## src/rtl/fetch_pkg.sv

```systemverilog
// Shared definitions for the AVR fetch stage:
// FSM states, next-PC select codes and two-word opcode patterns.
package fetch_pkg;

   typedef enum logic {
      FETCH  = 1'b0,
      FETCH2 = 1'b1
   } fetch_state_t;

   localparam logic [1:0] SEL_SEQ  = 2'b00;
   localparam logic [1:0] SEL_REL  = 2'b01;
   localparam logic [1:0] SEL_ABS  = 2'b10;
   localparam logic [1:0] SEL_HOLD = 2'b11;

   localparam logic [15:0] LDS_MASK = 16'hFC0F;
   localparam logic [15:0] LDS_VAL  = 16'h9000;
   localparam logic [15:0] JMP_MASK = 16'hFE0C;
   localparam logic [15:0] JMP_VAL  = 16'h940C;

   function automatic logic is_two_word(input logic [15:0] w);
      return ((w & LDS_MASK) == LDS_VAL) ||
             ((w & JMP_MASK) == JMP_VAL);
   endfunction

endpackage

```

## src/rtl/multi_bit_multiplexer_4way.sv

```systemverilog
// Generic 4-input, WIDTH-bit multiplexer.
// S=00 selects A, 01 B, 10 C, 11 D.
module multi_bit_multiplexer_4way #(
   parameter int WIDTH = 8
) (
   input  logic [WIDTH-1:0] i_a,
   input  logic [WIDTH-1:0] i_b,
   input  logic [WIDTH-1:0] i_c,
   input  logic [WIDTH-1:0] i_d,
   input  logic [1:0]       i_s,
   output logic [WIDTH-1:0] o_y
);

   always_comb begin
      o_y = i_a;
      unique case (i_s)
         2'b00: o_y = i_a;
         2'b01: o_y = i_b;
         2'b10: o_y = i_c;
         2'b11: o_y = i_d;
         default: o_y = i_a;
      endcase
   end

endmodule

```

## src/rtl/instruction_fetch_unit.sv

```systemverilog
// AVR program counter and fetch stage: drives flash address,
// assembles one- and two-word instructions for the decoder.
module instruction_fetch_unit
   import fetch_pkg::*;
#(
   parameter int PC_WIDTH    = 14,
   parameter int INSTR_WIDTH = 16
) (
   input  logic                     clk,
   input  logic                     reset_n,
   output logic [PC_WIDTH-1:0]      imem_addr,
   input  logic [INSTR_WIDTH-1:0]   imem_data,
   input  logic                     stall,
   input  logic                     branch_taken,
   input  logic [11:0]              branch_offset,
   input  logic                     jump_valid,
   input  logic [PC_WIDTH-1:0]      jump_target,
   output logic                     instr_valid,
   output logic [2*INSTR_WIDTH-1:0] instr_word,
   output logic                     instr_is32,
   output logic [PC_WIDTH-1:0]      instr_pc
);

   fetch_state_t r_state;
   fetch_state_t w_state_nxt;

   logic [PC_WIDTH-1:0]      r_pc;
   logic [PC_WIDTH-1:0]      w_pc_nxt;
   logic [PC_WIDTH-1:0]      w_pc_seq;
   logic [PC_WIDTH-1:0]      w_pc_rel;
   logic [PC_WIDTH-1:0]      w_pc_prev;
   logic [PC_WIDTH-1:0]      w_off_ext;
   logic [1:0]               w_sel;
   logic                     w_redirect;
   logic                     w_two;

   logic [INSTR_WIDTH-1:0]   r_first;
   logic [INSTR_WIDTH-1:0]   w_first_nxt;
   logic                     r_valid;
   logic                     w_valid_nxt;
   logic [2*INSTR_WIDTH-1:0] r_word;
   logic [2*INSTR_WIDTH-1:0] w_word_nxt;
   logic                     r_is32;
   logic                     w_is32_nxt;
   logic [PC_WIDTH-1:0]      r_ipc;
   logic [PC_WIDTH-1:0]      w_ipc_nxt;

   assign w_off_ext = PC_WIDTH'($signed(branch_offset));
   assign w_pc_seq  = r_pc + PC_WIDTH'(1);
   assign w_pc_prev = r_pc - PC_WIDTH'(1);
   assign w_pc_rel  = r_ipc + PC_WIDTH'(1) + w_off_ext;
   assign w_redirect = jump_valid | branch_taken;
   assign w_two = is_two_word(imem_data[15:0]);

   always_comb begin
      w_sel = SEL_SEQ;
      if (jump_valid)
         w_sel = SEL_ABS;
      else if (branch_taken)
         w_sel = SEL_REL;
      else if (stall)
         w_sel = SEL_HOLD;
   end

   multi_bit_multiplexer_4way #(
      .WIDTH(PC_WIDTH)
   ) u_pc_mux (
      .i_a(w_pc_seq),
      .i_b(w_pc_rel),
      .i_c(jump_target),
      .i_d(r_pc),
      .i_s(w_sel),
      .o_y(w_pc_nxt)
   );

   always_comb begin
      w_state_nxt = r_state;
      w_first_nxt = r_first;
      w_valid_nxt = r_valid;
      w_word_nxt  = r_word;
      w_is32_nxt  = r_is32;
      w_ipc_nxt   = r_ipc;
      if (w_redirect) begin
         // one bubble; any half-assembled instruction is dropped
         w_state_nxt = FETCH;
         w_valid_nxt = 1'b0;
      end else if (!stall) begin
         unique case (r_state)
            FETCH: begin
               if (w_two) begin
                  w_first_nxt = imem_data;
                  w_valid_nxt = 1'b0;
                  w_state_nxt = FETCH2;
               end else begin
                  w_word_nxt  = {{INSTR_WIDTH{1'b0}}, imem_data};
                  w_is32_nxt  = 1'b0;
                  w_ipc_nxt   = r_pc;
                  w_valid_nxt = 1'b1;
               end
            end
            FETCH2: begin
               w_word_nxt  = {r_first, imem_data};
               w_is32_nxt  = 1'b1;
               w_ipc_nxt   = w_pc_prev;
               w_valid_nxt = 1'b1;
               w_state_nxt = FETCH;
            end
            default: w_state_nxt = FETCH;
         endcase
      end
   end

   always_ff @(posedge clk) begin
      if (!reset_n) begin
         r_state <= FETCH;
         r_pc    <= '0;
         r_first <= '0;
         r_valid <= 1'b0;
         r_word  <= '0;
         r_is32  <= 1'b0;
         r_ipc   <= '0;
      end else begin
         r_state <= w_state_nxt;
         r_pc    <= w_pc_nxt;
         r_first <= w_first_nxt;
         r_valid <= w_valid_nxt;
         r_word  <= w_word_nxt;
         r_is32  <= w_is32_nxt;
         r_ipc   <= w_ipc_nxt;
      end
   end

   assign imem_addr   = r_pc;
   assign instr_valid = r_valid;
   assign instr_word  = r_word;
   assign instr_is32  = r_is32;
   assign instr_pc    = r_ipc;

endmodule
```

## config.mk

```make
export PLATFORM = sky130hd
export DESIGN_NAME = instruction_fetch_unit
export DESIGN_NICKNAME = d
export VERILOG_FILES = /design/src/rtl/fetch_pkg.sv /design/src/rtl/multi_bit_multiplexer_4way.sv /design/src/rtl/instruction_fetch_unit.sv
export SDC_FILE = /design/constraint.sdc
export NUM_CORES = 1
export LEC_CHECK = 0
export BUFFER_PORTS_ARGS = -buffer_cell sky130_fd_sc_hd__buf_4
export CORE_MARGIN = 5
export CORE_UTILIZATION = 45
export DETAILED_ROUTE_END_ITERATION = 16
export PLACE_DENSITY_LB_ADDON = 0.25
export SLEW_MARGIN = 30
export SYNTH_ARGS = -nofsm -noshare
export SYNTH_HDL_FRONTEND = slang
export SYNTH_SLANG_ARGS = --single-unit
```

## constraint.sdc

```tcl
create_clock -name clk -period 3.25 [get_ports clk]
set_input_delay 0.65 -clock clk [delete_from_list [all_inputs] [get_ports clk]]
set_output_delay 0.65 -clock clk [all_outputs]
set_load 0.02 [all_outputs]
```

==> metrics.cfg <==
[status]
status=finished clean

[yosys]
synthSimpleGateAreaFrac_pct=22.9
netlist_area_um2=4360
synth_seq_cells=79
synthXorXnorAreaFrac_pct=4.22
synth-adder-area-share_pct=5.62
synth_compound_area_share_pct=23.4
yosysSeqAreaShare_pct=36.2
synth_top_family_by_area=compound AO/OA/AOI/OAI gates
syn_inst=533
ys_async_sr_fraction_pct=0
synthMuxAreaShare_pct=2.06
ys_types=58
ys_warn_count=0
synthFlopType=dfxtp_1
syn_avg_cell_area_um2=8.19
synth_nets=599
synth_edf_count=0

[global_routing]
antenna_found_initial=0
grt_busiest_layer=met2
grt_pass1_vias=3864
grt_overflow=0
grt_util_all_layers_pct=19.9
use_met1_pct=25.8
grt_max_degree=81
grt_use_met2_pct=33.0
use_met3_pct=4.54
grt_pass1_wl_mm=18.6

[clock_tree]
cts_buffer_depth=2
ctsResizeCount=0
cts.clk_slew.worst_paths_ns=0.08
clk_latency_ns=0.36
cts.sinks=79
cts_tree=done
cts-root-buf=clkbuf_8
cts_made_buffers=9
cts_hold_buf=0
h-tree-depth=3
cts_setup_buffers=0

[timing]
tns_ns=0
max_freq_mhz=374
finalCritPeriodShare_pct=82.2
fin_ws_ns=0.579
skew_ns=0.0123
rsz0062_at_grt=no
hold_violations=0
setup_viol=0
relSlewSlack_pct=55.0
tightest_slew_ns=0.675
fin_crit_ns=2.67
finalMaxSlewViolations=0

[floorplanning]
die_y_um=108
fp-row-count=36
core_um2=9590
initial_core_util_pct=45.5
ioPinCount=109
die_w_um=108
die_area_um2=11800

[route]
first_iter_violations=256
routed_wl_mm=11.8
vias=4119
drcViolationCount=0
first_pass_iters=4
viasPerCell=5.43
wl_per_cell_um=15.5
ant_nets=0

[critical_path]
crit_fanout=3
path_delay_family=compound AO/OA/AOI/OAI gates
worst-path-buf-inv=3
crit_type=primary input to register
start_kind=primary input
critPathRequiredTime_ns=3.50
path_cells=buf_4, inv_1, ha_1, inv_1, fa_1, a211oi_1, nor3_1, or3_1, a21oi_1, xnor2_1, a41o_1
timing.rr.start=instr_pc[0]
max_stage_delay_ns=0.42
arrival_ns=2.92
cp_common_cell=inv_1
startpoint=branch_offset[0]
endpoint_kind=register
crit_slowest_cell=fa_1

[power]
cellLeakagePower_uw=0.00237
power.density_nw_per_um2=417
power.total_uw=2270
ir_worst_vdd_mv=0.217

[worst_hold_path]
hp-class=register to register
hold_path_startpoint=instr_word[28]

[finish]
final_area_um2=5430
final_core_util_pct=56.6
area_delta_synth_final_pct=24.5
layout-drive-gt1-share_pct=22.2
num_antenna_cells=0
nets=687

[placed_design]
place_ws_ns=0.267
io_buffers=108
place.gp.congestion=0.863
dp_hpwl_mm=8.56
place_area_um2=5220

[job]
drv_cap=0

[worst paths after layout]
| path | to | slack [ns] | depth (start not counted) |
|---|---|---|---|
| max reg2reg | imem_addr[10] | 0.66 | 10 |
| max | imem_addr[10] | 0.58 | 11 |
| min | instr_word[28] | 0.47 | 2 |
| min reg2reg | instr_word[28] | 0.47 | 2 |
[kinds of logic (layout without fill, tap and decap cells)]
family | after synthesis | count (layout)
mux | 9 | 9
xor+xnor | 21 | 21
compound gates | 150 | 150
buf+inv | 55 | 148
flops | 79 | 79
fa+ha+maj | 19 | 19
simple gates | 200 | 200
[flip-flops by register name, summed over array words and instances (netlist names)]
name,flops
instr_valid,1
r_first,16
instr_pc,14
instr_word,32
r_state,1
instr_is32,1
imem_addr,14
[worst register-to-register path: stages, from the launching register on]
cell and delay (ns):
dfxtp_1 0.33, inv_1 0.06, ha_1 0.15, inv_1 0.05, fa_1 0.42, a211oi_1 0.42, nor3_1 0.17, or3_1 0.32
a21oi_1 0.18, xnor2_1 0.13, a41o_1 0.26
[report_power, final]
part / switching [uW] / total (uW) / internal (uW)
Combinational: 243 / 445 / 202
Clock: 368 / 764 / 396
Sequential: 55.3 / 1060 / 1000
[cell usage in the layout, fill, tap and decap left out, drive strengths merged, types with 13 or more instances in the layout]
| cell type | count |
|---|---|
| nor3 | 13 |
| nor2b | 16 |
| dfxtp | 79 |
| ha | 18 |
| nand3 | 23 |
| xnor2 | 13 |
| nor2 | 21 |
| nand2 | 90 |
| buf | 116 |
| a21oi | 36 |
| a21boi | 37 |
| inv | 16 |
| o21ai | 21 |
[routing by layer]
metal  share of wire, %  routed length, um
met5                  0                  0
met2                 46               5450
met1                 45               5290
met4                1.6                187
met3                7.2                847
[stage by stage]
step	hold WS, ns	std cells
final	0.465	759
after global routing	0.490	759
after CTS	0.468	759
after detailed placement	0.455	743
after global placement	0.447	742
after floorplan	0.436	533
[synthesized netlist by cell type, types with 3 or more instances]
master    count  area share [%]
nand2_1      89             7.7
dfxtp_1      79              36
a21boi_0     36             6.2
a21oi_1      36             4.1
clkbuf_1     27             2.3
nand3_1      23             2.6
nor2_1       21             1.8
o21ai_0      21             2.4
ha_1         18             5.2
inv_1        16             1.4
nor2b_1      16             2.3
xnor2_1      13             2.6
nor3_1       12             1.4
o211a_1      11             2.5
mux2i_1       9             2.1
and3_1        8             1.1
xor2_1        8             1.6
a31oi_1       6            0.86
buf_2         6            0.69
buf_4         5            0.86
nand4_1       5            0.72
a211oi_1      4            0.69
a21o_1        4            0.69
a221oi_1      4            0.80
o211ai_1      4            0.69
and2_1        3            0.43
nand2b_1      3            0.43
o21a_1        3            0.52
o221ai_1      3            0.60
o22ai_1       3            0.43
or3_1         3            0.43
[area by class of cell]
| type | instances | area [um2] |
|---|---|---|
| Clock buffer | 11 | 151 |
| Inverter | 16 | 60.1 |
| Timing Repair Buffer | 116 | 875 |
| Multi-Input combinational cell | 399 | 2540 |
| Tap cell | 133 | 166 |
| Sequential cell | 79 | 1580 |
| Clock inverter | 5 | 56.3 |
| Fill cell | 895 | 4160 |
No activity file was read; power rests on OpenSTA's default activity.
